### src/rtl/fft_deser_pkg.sv
// Shared types and helpers for the FFT input deserializer: FSM state encoding
// and the frame-index width function used by the top and the index mapper.
package fft_deser_pkg;

  typedef enum logic {
    FILL = 1'b0,
    FULL = 1'b1
  } state_t;

  // Width of a frame index; a 1-sample frame would still need one bit.
  function automatic int idx_width(input int n_samples);
    return (n_samples < 2) ? 1 : $clog2(n_samples);
  endfunction

endpackage

### src/rtl/fft_index_mapper.sv
// Combinational sample-index to buffer-slot map. FFT_DESER_BITREV_EN selects
// bit-reversed order (for a decimation-in-time first stage); otherwise natural order.
module fft_index_mapper
  import fft_deser_pkg::*;
#(
  parameter int N_SAMPLES = 8,
  localparam int IDX_W    = idx_width(N_SAMPLES)
) (
  input  logic [IDX_W-1:0] index,
  output logic [IDX_W-1:0] mapped
);

`ifdef FFT_DESER_BITREV_EN
  always_comb begin
    // NOTE: give every always_comb output a default first so no path leaves it unassigned (latch).
    mapped = '0;
    for (int b = 0; b < IDX_W; b++) begin
      mapped[b] = index[IDX_W-1-b];
    end
  end
`else
  assign mapped = index;
`endif

endmodule

### src/rtl/fft_input_deserializer.sv
// Collects N_SAMPLES serial real samples into one parallel complex frame for the
// first FFT stage. Slot order is set by FFT_DESER_BITREV_EN (see fft_index_mapper).
module fft_input_deserializer
  import fft_deser_pkg::*;
#(
  parameter int BIT_WIDTH = 32,
  parameter int N_SAMPLES = 8
) (
  input  logic                                clk,
  input  logic                                reset,
  input  logic [BIT_WIDTH-1:0]                recv_msg,
  input  logic                                recv_val,
  output logic                                recv_rdy,
  output logic [N_SAMPLES-1:0][BIT_WIDTH-1:0] send_msg_real,
  output logic [N_SAMPLES-1:0][BIT_WIDTH-1:0] send_msg_imag,
  output logic                                send_val,
  input  logic                                send_rdy
);

  localparam int IDX_W = idx_width(N_SAMPLES);
  localparam logic [IDX_W-1:0] LAST_IDX = IDX_W'(N_SAMPLES - 1);

  state_t                              state;
  logic [IDX_W-1:0]                    count;
  logic [IDX_W-1:0]                    slot;
  logic [N_SAMPLES-1:0][BIT_WIDTH-1:0] buffer;
  logic                                accept;

  fft_index_mapper #(
    .N_SAMPLES (N_SAMPLES)
  ) u_index_mapper (
    .index  (count),
    .mapped (slot)
  );

  // recv_rdy is a flop that is high exactly in FILL, so accept only occurs in FILL.
  assign accept = recv_val && recv_rdy;

  always_ff @(posedge clk or negedge reset) begin
    if (!reset) begin
      state    <= FILL;
      count    <= '0;
      recv_rdy <= 1'b1;
      send_val <= 1'b0;
      // NOTE: the frame buffer is reset because it drives send_msg_real directly and must read zero in reset.
      buffer   <= '0;
    end else begin
      // NOTE: non-blocking assignments so every flop here samples pre-edge values.
      case (state)
        FILL: begin
          if (accept) begin
            buffer[slot] <= recv_msg;
            count        <= count + 1'b1;
            if (count == LAST_IDX) begin
              state    <= FULL;
              recv_rdy <= 1'b0;
              send_val <= 1'b1;
            end
          end
        end
        FULL: begin
          if (send_rdy) begin
            state    <= FILL;
            recv_rdy <= 1'b1;
            send_val <= 1'b0;
          end
        end
        default: begin
          state    <= FILL;
          recv_rdy <= 1'b1;
          send_val <= 1'b0;
        end
      endcase
    end
  end

  assign send_msg_real = buffer;
  assign send_msg_imag = '0;

endmodule

### config.mk
export PLATFORM = sky130hd
export DESIGN_NAME = fft_input_deserializer
export DESIGN_NICKNAME = d
export VERILOG_FILES = /design/src/rtl/fft_deser_pkg.sv /design/src/rtl/fft_index_mapper.sv /design/src/rtl/fft_input_deserializer.sv
export SDC_FILE = /design/constraint.sdc
export NUM_CORES = 1
export LEC_CHECK = 0
export BUFFER_PORTS_ARGS = -buffer_cell sky130_fd_sc_hd__buf_2
export CORE_AREA = 2 2 213 215
export CTS_BUF_LIST = sky130_fd_sc_hd__clkbuf_8
export DETAILED_ROUTE_END_ITERATION = 6
export DIE_AREA = 0 0 215 217
export PLACE_DENSITY = 0.49
export SETUP_SLACK_MARGIN = 0.3
export SKIP_CTS_REPAIR_TIMING = 1
export SLEW_MARGIN = 30
export SYNTH_ARGS = -nofsm -noshare
export SYNTH_HDL_FRONTEND = slang
export SYNTH_SLANG_ARGS = --single-unit
### constraint.sdc
create_clock -name clk -period 4.8 [get_ports clk]
set_clock_uncertainty 0.15 [all_clocks]
set_input_delay 0 -clock clk [delete_from_list [all_inputs] [get_ports clk]]
set_output_delay 0 -clock clk [all_outputs]
set_load 0.02 [all_outputs]
==> summary.txt <==
Outcome
  • Run status: finished clean

Clock network
  • H-tree Lvls: 2
  • Clock Latency Late Sink: 590 ps
  • Clock root cell: clkbuf_8
  • Clock-pin slew on the worst setup and hold paths: 60 ps
  • Clock Sinks: 262
  • CTS tree: yes
  • CTS Buffer Depth: 3
  • Total CTS buffers: 48

Worst setup path
  • Worst R2R Path Depth: 4
  • Crit. End Element: register
  • Worst R2R Start: recv_rdy
  • Crit Path Max Fanout: 21
  • Flop-to-flop setup slack: 2200 ps
  • Crit path launch: recv_rdy
  • Crit path cell chain: nand4b_4 > nor3b_4 > buf_4 > mux2_2
  • Worst path top cell family by delay: simple AND/OR/NAND/NOR gates
  • WP buf/inv: 1
  • Critical path arrival: 2910 ps
  • CP startpoint kind: register
  • Slowest-stage cell, CP: nor3b_4
  • Critical path class: reg -> reg
  • WP data required: 5110 ps
  • R2R Path End: send_msg_real[114]
  • Biggest cell delay along the critical path: 700 ps

Routing
  • ANT nets after route: 0
  • Met3 WL: 2460 um
  • WL met2: 15,100 um
  • Wire per inst: 16.8 um
  • Wire length on met1: 12,400 um
  • Final wirelength: 30,600 um
  • Pre-antenna DRT Iters: 4
  • DRC: 0
  • Top sig layer: met5
  • Number of vias per cell: 3.78
  • DR iter-0 viols: 255
  • Vias: 6,907

Timing
  • RSZ-0062 raised after global routing: false
  • Total Negative Setup Slacks: 0 ps
  • Final Hold Fails: 0
  • Worst slew pin tran: 797 ps
  • Rel. slew slack: 0.468
  • Setup WS post-layout: 2200 ps
  • FMAX: 385 MHz
  • Final number of setup-violating endpoints: 0
  • Final worst-path cycle share: 0.542
  • Final min period: 2600 ps
  • Final Slew Violations: 0

Layout
  • Fin util: 0.324
  • # fillers: 4,535
  • Final nets: 1,233
  • Area Overhead vs Synth: 21.9%
  • Share of cells above drive strength 1: 0.520
  • Number of diodes: 0

Placed design
  • DP HPWL: 20,800 um
  • GPL Wtd Cong: 0.734
  • I/O Buffers: 293
  • Setup slack at placement: 2160 ps

Synthesis
  • Simple-gate area share of the yosys netlist: 0.0108
  • Compound-Gate Fraction of Synth Area: 0.00148
  • Synth Instances: 831
  • Register area share after synthesis: 0.552
  • Synth cell types: 26
  • Largest family of logic cells by synthesized area: multiplexers
  • Yosys reg bits: 262
  • Post-synthesis adder-cell area fraction: 0.00211
  • Post-synthesis mux area share: 0.255
  • Mapped Area: 11,900 um^2
  • Xor-xnor portion of the synthesized cell area: 0.000738
  • Synth warn: 0
  • Avg Synthesized Cell Area: 14.3 um^2

Flow run
  • MaxCap Viol Count: 0

Floorplanning
  • Ports: 550
  • Total die area: 46,700 um^2
  • Rows: 78
  • Area of the core: 44,700 um^2
  • Die H: 217 um
  • Die Width: 215 um
  • Starting Density: 0.266

Global route
  • Gr usage total: 0.125
  • First-pass GRT wire length: 43,900 um
  • Vias in the first global route: 6,654
  • Antenna violations before repair: 1
  • GRT overflow: 0
  • Largest net degree at the start of global routing: 125

Hold path
  • Hold depth: 3
  • Worst hold path class: in -> reg
  • Hold path startpoint: recv_msg[29]
  • End of the worst hold path: send_msg_real[61]

Pwr
  • Maximum vdd ir drop: 0.000217 V
  • P per Cell Area: 322 nW/um^2
  • Leakage: 8.54 nW
==> power by group <==
group	total [mW]	internal [mW]	switching (mW)
sequential	2.21	2.21	0
combinational	0.303	0.0373	0.266
clock	2.15	1.20	0.956
total	4.66	3.44	1.22
==> cell usage in the layout (no fill, tap or decap), types with 2 or more instances in the layout <==
cell	n
clkinv_2	3
inv_1	14
conb_1	256
mux2_2	224
ha_1	2
nor2_1	4
nand2_1	3
nor3b_4	2
mux2_4	30
clkinvlp_4	3
dfrtp_1	261
nand3b_1	2
buf_8	2
buf_4	10
clkbuf_8	61
buf_2	292
dlygate4sd3_1	37
mux2_1	4
==> layout make-up <==
class / instances / area (um^2) / area share
Clock buffer: 61 / 840 / 0.0580
Clock inverter: 22 / 136 / 0.00943
Tap cell: 600 / 751 / 0.0519
Sequential cell: 262 / 6560 / 0.453
Multi-Input combinational cell: 539 / 4200 / 0.290
Inverter: 1 / 3.75 / 0.000259
Timing Repair Buffer: 343 / 1980 / 0.137
==> tightest hold or removal path: stages <==
cell and delay (ps):
dlygate4sd3_1 510, buf_2 180, mux2_4 160
==> cells by family after synthesis <==
| group | Yosys count |
|---|---|
| compound gates | 3 |
| xor+xnor | 1 |
| fa+ha+maj | 2 |
| buf+inv | 285 |
| flops | 262 |
| mux | 259 |
| other cells | 1 |
| simple gates | 18 |
==> metrics by stage <==
step           total power [mW]  hold slack [ps]  instance area [um^2]  std cells
5_1_grt                    4.89              118                 14500       1828
3_5_place_dp               2.53            -62.2                 13100       1707
4_1_cts                    4.74             -744                 14100       1790
2_1_floorplan              2.59             -446                 12800       1086
3_3_place_gp               2.53            -69.8                 13100       1706
6_report                   4.66              146                 14500       1828
==> worst max-delay path by stage <==
stage	slack (ps)	end	cells past startpoint
after floorplan	2860	send_msg_real[33]	5
after global placement	2040	send_msg_real[81]	4
after detailed placement	2160	send_msg_real[103]	4
after CTS	2170	send_msg_real[113]	4
after global routing	2030	send_msg_real[109]	4
final	2200	send_msg_real[114]	4
==> cell usage after synthesis (all sizes together) <==
master / number / area [um^2]
a21boi: 1 / 7.51
a21oi: 1 / 5.00
and3: 1 / 6.26
and4bb: 1 / 12.5
buf: 282 / 2090
clkbuf: 2 / 7.51
conb: 1 / 3.75
dfrtp: 261 / 6530
dfstp: 1 / 26.3
ha: 2 / 25.0
inv: 1 / 3.75
mux2: 258 / 3020
mux2i: 1 / 10.0
nand2: 4 / 15.0
nand3: 1 / 5.00
nand3b: 2 / 15.0
nand4b: 1 / 23.8
nor2: 5 / 18.8
nor3b: 2 / 25.0
o21ai: 1 / 5.00
or3: 1 / 6.26
xor2: 1 / 8.76
==> state kept, by name, summed over array words and instances (netlist names) <==
| signal | flops |
|---|---|
| state | 1 |
| send_val | 1 |
| send_msg_real | 256 |
| recv_rdy | 1 |
| count | 3 |
==> layer usage <==
| metal | up-vias | GRT usage |
|---|---|---|
| li1 | 3043 | - |
| met1 | 3502 | 0.150 |
| met2 | 315 | 0.209 |
| met3 | 45 | 0.0460 |
| met4 | 2 | 0.0398 |
| met5 | - | 0 |
Power figures use the tool's default switching activity.
